### src/rtl/alu_pkg.sv
// Shared constants for the structural ALU: opcodes, status-register bit
// positions and the datapath width, plus a helper that packs the flags.
package alu_pkg;

    localparam int DATA_W = 8;

    localparam logic [3:0] OP_NOP = 4'd0;
    localparam logic [3:0] OP_ADD = 4'd1;
    localparam logic [3:0] OP_SUB = 4'd2;
    localparam logic [3:0] OP_MUL = 4'd3;
    localparam logic [3:0] OP_DIV = 4'd4;
    localparam logic [3:0] OP_CMP = 4'd5;
    localparam logic [3:0] OP_AND = 4'd6;
    localparam logic [3:0] OP_OR  = 4'd7;
    localparam logic [3:0] OP_XOR = 4'd8;

    localparam int SREG_C = 0;
    localparam int SREG_Z = 1;
    localparam int SREG_N = 2;
    localparam int SREG_V = 3;

    function automatic logic [3:0] mk_sreg(input logic c, input logic z,
                                           input logic n, input logic v);
        logic [3:0] s;
        s         = '0;
        s[SREG_C] = c;
        s[SREG_Z] = z;
        s[SREG_N] = n;
        s[SREG_V] = v;
        return s;
    endfunction

endpackage

### src/rtl/alu_struct_if.sv
// Operand/opcode and result/status bundle between the datapath and the ALU.
interface alu_struct_if;
    import alu_pkg::*;

    logic [3:0]        function_select_lines;
    logic [DATA_W-1:0] A;
    logic [DATA_W-1:0] B;
    logic [DATA_W-1:0] res_hi;
    logic [DATA_W-1:0] res_lo;
    logic [3:0]        SREG;

    modport master (output function_select_lines, A, B,
                    input  res_hi, res_lo, SREG);
    modport slave  (input  function_select_lines, A, B,
                    output res_hi, res_lo, SREG);
endinterface

### src/rtl/alu_addsub8.sv
// 8-bit ripple-carry adder/subtractor; subtract inverts B and forces carry-in.
module alu_addsub8
    import alu_pkg::*;
(
    input  logic [DATA_W-1:0] a,
    input  logic [DATA_W-1:0] b,
    input  logic              sub,
    output logic [DATA_W-1:0] sum,
    output logic              cout,
    output logic              ovf
);
    logic [DATA_W-1:0] b_eff;
    logic [DATA_W:0]   carry;

    assign b_eff    = b ^ {DATA_W{sub}};
    assign carry[0] = sub;

    for (genvar i = 0; i < DATA_W; i++) begin : g_fa
        assign sum[i]     = a[i] ^ b_eff[i] ^ carry[i];
        assign carry[i+1] = (a[i] & b_eff[i]) | (carry[i] & (a[i] ^ b_eff[i]));
    end

    assign cout = carry[DATA_W];
    // Signed overflow: carry into the sign bit differs from carry out of it.
    assign ovf  = carry[DATA_W] ^ carry[DATA_W-1];
endmodule

### src/rtl/alu_struct.sv
// Registered 8-bit ALU (add/sub/logic, optional mul/div).
// Define ALU_MULDIV_EN to build the multiplier and divider; otherwise MUL/DIV act as NOP.
module alu_struct
    import alu_pkg::*;
(
    input  logic         clk,
    input  logic         rst_n,
    alu_struct_if.slave  bus
);
    logic [DATA_W-1:0] res_hi_q, res_hi_d;
    logic [DATA_W-1:0] res_lo_q, res_lo_d;
    logic [3:0]        sreg_q, sreg_d;

    logic [DATA_W-1:0] as_sum;
    logic              as_cout;
    logic              as_ovf;
    logic              as_sub;
    logic              borrow;
    logic [DATA_W-1:0] logic_res;

    assign as_sub = (bus.function_select_lines == OP_SUB) ||
                    (bus.function_select_lines == OP_CMP);
    // Carry-out of A + ~B + 1 is the inverse of the unsigned borrow.
    assign borrow = ~as_cout;

    alu_addsub8 u_addsub (
        .a    (bus.A),
        .b    (bus.B),
        .sub  (as_sub),
        .sum  (as_sum),
        .cout (as_cout),
        .ovf  (as_ovf)
    );

`ifdef ALU_MULDIV_EN
    logic [2*DATA_W-1:0] prod;
    logic [DATA_W-1:0]   quo;
    logic [DATA_W-1:0]   rem;

    // Array multiplier: sum of shifted AND-gated partial products.
    always_comb begin
        prod = '0;
        for (int i = 0; i < DATA_W; i++) begin
            prod = prod + ({{DATA_W{1'b0}}, bus.A & {DATA_W{bus.B[i]}}} << i);
        end
    end

    // Restoring divider: shift in one dividend bit per step, subtract when it fits.
    always_comb begin
        logic [DATA_W:0] part;
        part = '0;
        quo  = '0;
        for (int i = DATA_W - 1; i >= 0; i--) begin
            part = {part[DATA_W-1:0], bus.A[i]};
            if (part >= {1'b0, bus.B}) begin
                part   = part - {1'b0, bus.B};
                quo[i] = 1'b1;
            end
        end
        rem = part[DATA_W-1:0];
    end
`endif

    assign logic_res = (bus.function_select_lines == OP_AND) ? (bus.A & bus.B) :
                       (bus.function_select_lines == OP_OR)  ? (bus.A | bus.B) :
                                                               (bus.A ^ bus.B);

    always_comb begin
        res_hi_d = res_hi_q;
        res_lo_d = res_lo_q;
        sreg_d   = sreg_q;
        case (bus.function_select_lines)
            OP_ADD: begin
                res_hi_d = '0;
                res_lo_d = as_sum;
                sreg_d   = mk_sreg(as_cout, as_sum == '0, as_sum[DATA_W-1], as_ovf);
            end
            OP_SUB: begin
                res_hi_d = '0;
                res_lo_d = as_sum;
                sreg_d   = mk_sreg(borrow, as_sum == '0, as_sum[DATA_W-1], as_ovf);
            end
            OP_CMP: begin
                sreg_d   = mk_sreg(borrow, as_sum == '0, as_sum[DATA_W-1], as_ovf);
            end
            OP_AND, OP_OR, OP_XOR: begin
                res_hi_d = '0;
                res_lo_d = logic_res;
                sreg_d   = mk_sreg(1'b0, logic_res == '0, logic_res[DATA_W-1], 1'b0);
            end
`ifdef ALU_MULDIV_EN
            OP_MUL: begin
                res_hi_d = prod[2*DATA_W-1:DATA_W];
                res_lo_d = prod[DATA_W-1:0];
                sreg_d   = mk_sreg(prod[2*DATA_W-1:DATA_W] != '0, prod == '0,
                                   prod[2*DATA_W-1], 1'b0);
            end
            OP_DIV: begin
                if (bus.B == '0) begin
                    res_hi_d = bus.A;
                    res_lo_d = '1;
                    sreg_d   = mk_sreg(1'b0, 1'b0, 1'b1, 1'b1);
                end else begin
                    res_hi_d = rem;
                    res_lo_d = quo;
                    sreg_d   = mk_sreg(1'b0, quo == '0, quo[DATA_W-1], 1'b0);
                end
            end
`endif
            default: begin
            end
        endcase
    end

    always_ff @(posedge clk or negedge rst_n) begin
        if (!rst_n) begin
            res_hi_q <= '0;
            res_lo_q <= '0;
            sreg_q   <= '0;
        end else begin
            res_hi_q <= res_hi_d;
            res_lo_q <= res_lo_d;
            sreg_q   <= sreg_d;
        end
    end

    assign bus.res_hi = res_hi_q;
    assign bus.res_lo = res_lo_q;
    assign bus.SREG   = sreg_q;
endmodule

### src/flat_wrapper.sv
// flat-port wrapper written by rule: the top's interface ports become plain ports
module alu_struct_flat import alu_pkg::*;
  (clk, rst_n, bus_function_select_lines, bus_A, bus_B, bus_res_hi, bus_res_lo, bus_SREG);
  alu_struct_if bus_i ();
  input  logic clk;
  input  logic rst_n;
  input wire logic [$bits(bus_i.function_select_lines)-1:0] bus_function_select_lines;
  input wire logic [$bits(bus_i.A)-1:0] bus_A;
  input wire logic [$bits(bus_i.B)-1:0] bus_B;
  output wire logic [$bits(bus_i.res_hi)-1:0] bus_res_hi;
  output wire logic [$bits(bus_i.res_lo)-1:0] bus_res_lo;
  output wire logic [$bits(bus_i.SREG)-1:0] bus_SREG;
  assign bus_i.function_select_lines = bus_function_select_lines;
  assign bus_i.A = bus_A;
  assign bus_i.B = bus_B;
  assign bus_res_hi = bus_i.res_hi;
  assign bus_res_lo = bus_i.res_lo;
  assign bus_SREG = bus_i.SREG;
  alu_struct u_core (.clk(clk), .rst_n(rst_n), .bus(bus_i));
endmodule
### config.mk
export PLATFORM = sky130hd
export DESIGN_NAME = alu_struct_flat
export DESIGN_NICKNAME = d
export VERILOG_FILES = /design/src/rtl/alu_pkg.sv /design/src/rtl/alu_struct_if.sv /design/src/rtl/alu_addsub8.sv /design/src/rtl/alu_struct.sv /design/src/flat_wrapper.sv
export SDC_FILE = /design/constraint.sdc
export NUM_CORES = 1
export LEC_CHECK = 0
export ABC_AREA = 1
export CORE_UTILIZATION = 44
export CTS_BUF_LIST = sky130_fd_sc_hd__clkbuf_16
export DETAILED_ROUTE_END_ITERATION = 16
export GPL_ROUTABILITY_DRIVEN = 0
export HOLD_SLACK_MARGIN = 0.06
export PLACE_DENSITY = 0.71
export REMOVE_ABC_BUFFERS = 1
export SYNTH_ARGS = -nofsm -noshare
export SYNTH_HDL_FRONTEND = slang
export SYNTH_HIERARCHICAL = 1
export SYNTH_SLANG_ARGS = --single-unit
### constraint.sdc
create_clock -name clk -period 1 [get_ports clk]
set_clock_uncertainty 0.15 [all_clocks]
set_input_delay 0.15 -clock clk [delete_from_list [all_inputs] [get_ports clk]]
set_output_delay 0.15 -clock clk [all_outputs]
set_load 0.05 [all_outputs]
==> results.sh <==
export IMPL_postPlaceCellArea_mm2=0.00240
export IMPL_max_freq_mhz=249
export IMPL_maxSlewViolCount=0
export IMPL_cts_buffers=3
export IMPL_syn_cell_area_mm2=0.00165
export IMPL_cap_violations=0
export IMPL_synthDistinctLibCells=28
export IMPL_post_drt_via_cell_ratio=4.68
export IMPL_peakVddDrop_uv=602
export IMPL_start_kind="input pin"
export IMPL_die_area_mm2=0.00401
export IMPL_drive_gt1_share_pct=39.7
export IMPL_clk_pin_slew_ns=0.04
export IMPL_hold_buffers=0
export IMPL_hp_class="in2async"
export IMPL_worstPathArrival_ns=4.04
export IMPL_ys_seq_elements=12
export IMPL_violations="setup timing"
export IMPL_grt_setup_unrepaired="yes"
export IMPL_synth_top_area_share_pct=18.2
export IMPL_dp_slack_ns=-3.82
export IMPL_design_area_mm2=0.00273
export IMPL_gr_total_overflow=0
export IMPL_path_class="in2reg"
export IMPL_dr_pass1_iters=4
export IMPL_post_synth_cell_area_avg_um2=6.97
export IMPL_r2r_slack_ns=-0.02
export IMPL_final_cell_mix="nand2_1 (53), buf_4 (48), inv_1 (34)"
export IMPL_synth_cells=237
export IMPL_antenna_found_initial=0
export IMPL_powerDensity_mw_per_mm2=1470
export IMPL_setup_ws_ns=-3.02
export IMPL_cp_max_fo=4
export IMPL_cts_sinks=12
export IMPL_io_pins=42
export IMPL_reg2reg_from="u_core/bus.SREG[1]$_DFFE_PN0P_"
export IMPL_final_core_util_pct=78.7
export IMPL_cp_endpoint="u_core/bus.SREG[1]$_DFFE_PN0P_"
export IMPL_startpoint="bus_function_select_lines[0]"
export IMPL_crit_required_ns=1.02
export IMPL_syn2layout_area_growth_pct=65.2
export IMPL_initial_core_util_pct=47.7
export IMPL_grt_max_degree=17
export IMPL_status="complete, but fails checks"
export IMPL_final_common_cell="nand2_1"
export IMPL_yosysSeqAreaShare_pct=18.2
export IMPL_clk_latency_ns=0.24
export IMPL_core_mm2=0.00347
export IMPL_r2r_cells=3
export IMPL_wire_per_inst_um=11.5
export IMPL_min_period_ns=4.02
export IMPL_hpwl_um=3230
export IMPL_hold_viol=0
export IMPL_die_x_um=63.3
export IMPL_ant_nets=0
export IMPL_die_h_um=63.3
export IMPL_htree_levels=1
export IMPL_place_port_buffers=33
export IMPL_track_usage_pct=22.1
export IMPL_clockBufferDepth=2
export IMPL_fillers=257
export IMPL_layout_nets=371
export IMPL_routed_wl_um=4270
export IMPL_diodes=0
export IMPL_p_leak_nw=1.46
export IMPL_yosys_warnings=6
export IMPL_ys_top_cells_by_area="dfrtp_1 (18%), nand2_1 (14%), ha_1 (12%), inv_1 (10%), fa_1 (8.5%)"
export IMPL_critPathCaptureType="flop"
export IMPL_grt_pass1_wl_um=6980
export IMPL_setup_viol=24
export IMPL_dr_total_vias=1738
export IMPL_rr_endpoint="u_core/bus.SREG[1]$_DFFE_PN0P_"
export IMPL_post_route_period_util_pct=402
export IMPL_clock_root_buffer="clkbuf_16"
export IMPL_rows=21
export IMPL_synth_top_area_cell="dfrtp_1"
export IMPL_first_global_vias=1645
export IMPL_cts_tree="done"
export IMPL_drtIter0Drc=64
export IMPL_drc=0
cell usage after synthesis:
library cell,n
nand2_1,61
inv_1,46
nand3_1,18
nor2_1,18
ha_1,16
dfrtp_1,12
buf_4,9
nand2_2,9
a31oi_1,8
fa_1,7
xnor2_1,6
inv_2,5
buf_6,3
nor2_4,2
nor4_1,2
o21ai_1,2
xor2_1,2
clkinv_1,1
conb_1,1
nand2_4,1
nand3_2,1
nand3_4,1
nand3b_1,1
nor2_2,1
nor2_8,1
nor3_1,1
o21ai_0,1
o31ai_4,1
per-stage QoR:
stage | TNS, ns | std cells | total power, mW | hold slack [ns]
floorplan | -28.19 | 232 | 1.84 | -0.296
global placement | -31.53 | 351 | 2.91 | 0.344
detailed placement | -32.60 | 351 | 2.96 | 0.340
CTS | -26.61 | 366 | 3.89 | 0.0905
global route | -25.86 | 371 | 4.22 | 0.103
finish | -24.54 | 371 | 4.02 | 0.0863
area by class of cell:
cell class,instances,area (um2),share of cell area (%)
clock buffers,3,75.1,2.75
multi-input cells,168,1160,42.6
well taps,46,57.6,2.11
inverters,52,205,7.52
repair buffers,89,925,33.9
clock inverters,1,3.75,0.137
flip-flops and latches,12,300,11.0
sequential cells by signal, indices dropped and copies added (netlist names):
register and flops:
u_core/bus.res_lo 8, u_core/bus.SREG 4
metal layers:
layer / vias up / track usage, % / part of all wire (%)
met5: - / 0 / 0
met3: 7 / 2.54 / 4.3
met1: 808 / 25.2 / 40
met4: 0 / 8.81 / 1.9
met2: 51 / 41.3 / 53
li1: 872 / - / -
power by group:
| group | total [mW] | switching [mW] | leakage (nW) | internal, mW |
|---|---|---|---|---|
| logic | 2.52 | 1.27 | 1.28 | 1.24 |
| clock network | 0.726 | 0.201 | 0.0385 | 0.525 |
| registers | 0.776 | 0.149 | 0.139 | 0.627 |
critical path: stages:
cell	delay (ns)
buf_6	0.10
buf_6	0.11
nor2_4	0.13
nand3_4	0.09
o31ai_4	0.11
xor2_2	0.22
fa_2	0.23
inv_2	0.04
fa_2	0.33
fa_2	0.34
fa_2	0.35
fa_2	0.35
fa_2	0.37
inv_2	0.07
fa_2	0.44
nor4_2	0.28
nand3_1	0.12
nand2_1	0.09
nor2_1	0.05
nor2_1	0.09
kinds of logic (layout without fill, tap and decap cells):
logic type,Yosys count,in the layout,share of synthesized area [%]
AND/OR/NAND/NOR,117,117,33.6
adder cells (fa/ha/maj),23,23,20.6
XOR/XNOR,8,8,4.24
buffers and inverters,64,145,17.9
other,1,8,0.227
flip-flops,12,12,18.2
AO/OA/AOI/OAI,12,12,5.22
worst min-delay path by stage:
stage | to | cells after the start | slack (ns) | from
floorplan | u_core/bus.SREG[0]$_DFFE_PN0P_ | 0 | -0.30 | rst_n
global placement | u_core/bus.SREG[2]$_DFFE_PN0P_ | 2 | 0.34 | rst_n
detailed placement | u_core/bus.SREG[2]$_DFFE_PN0P_ | 2 | 0.34 | rst_n
CTS | u_core/bus.res_lo[4]$_DFFE_PN0P_ | 2 | 0.09 | rst_n
global route | u_core/bus.res_lo[4]$_DFFE_PN0P_ | 2 | 0.10 | rst_n
finish | u_core/bus.SREG[2]$_DFFE_PN0P_ | 2 | 0.09 | rst_n
timing repair:
| item | 4_1_cts | 5_1_grt |
|---|---|---|
| resized for setup | 41 | 30 |
| setup buffers | 12 | 7 |
| setup endpoints to repair | 24 | 24 |
| pin swaps | 25 | 25 |
Note: power is estimated with default switching activity, not from simulation.
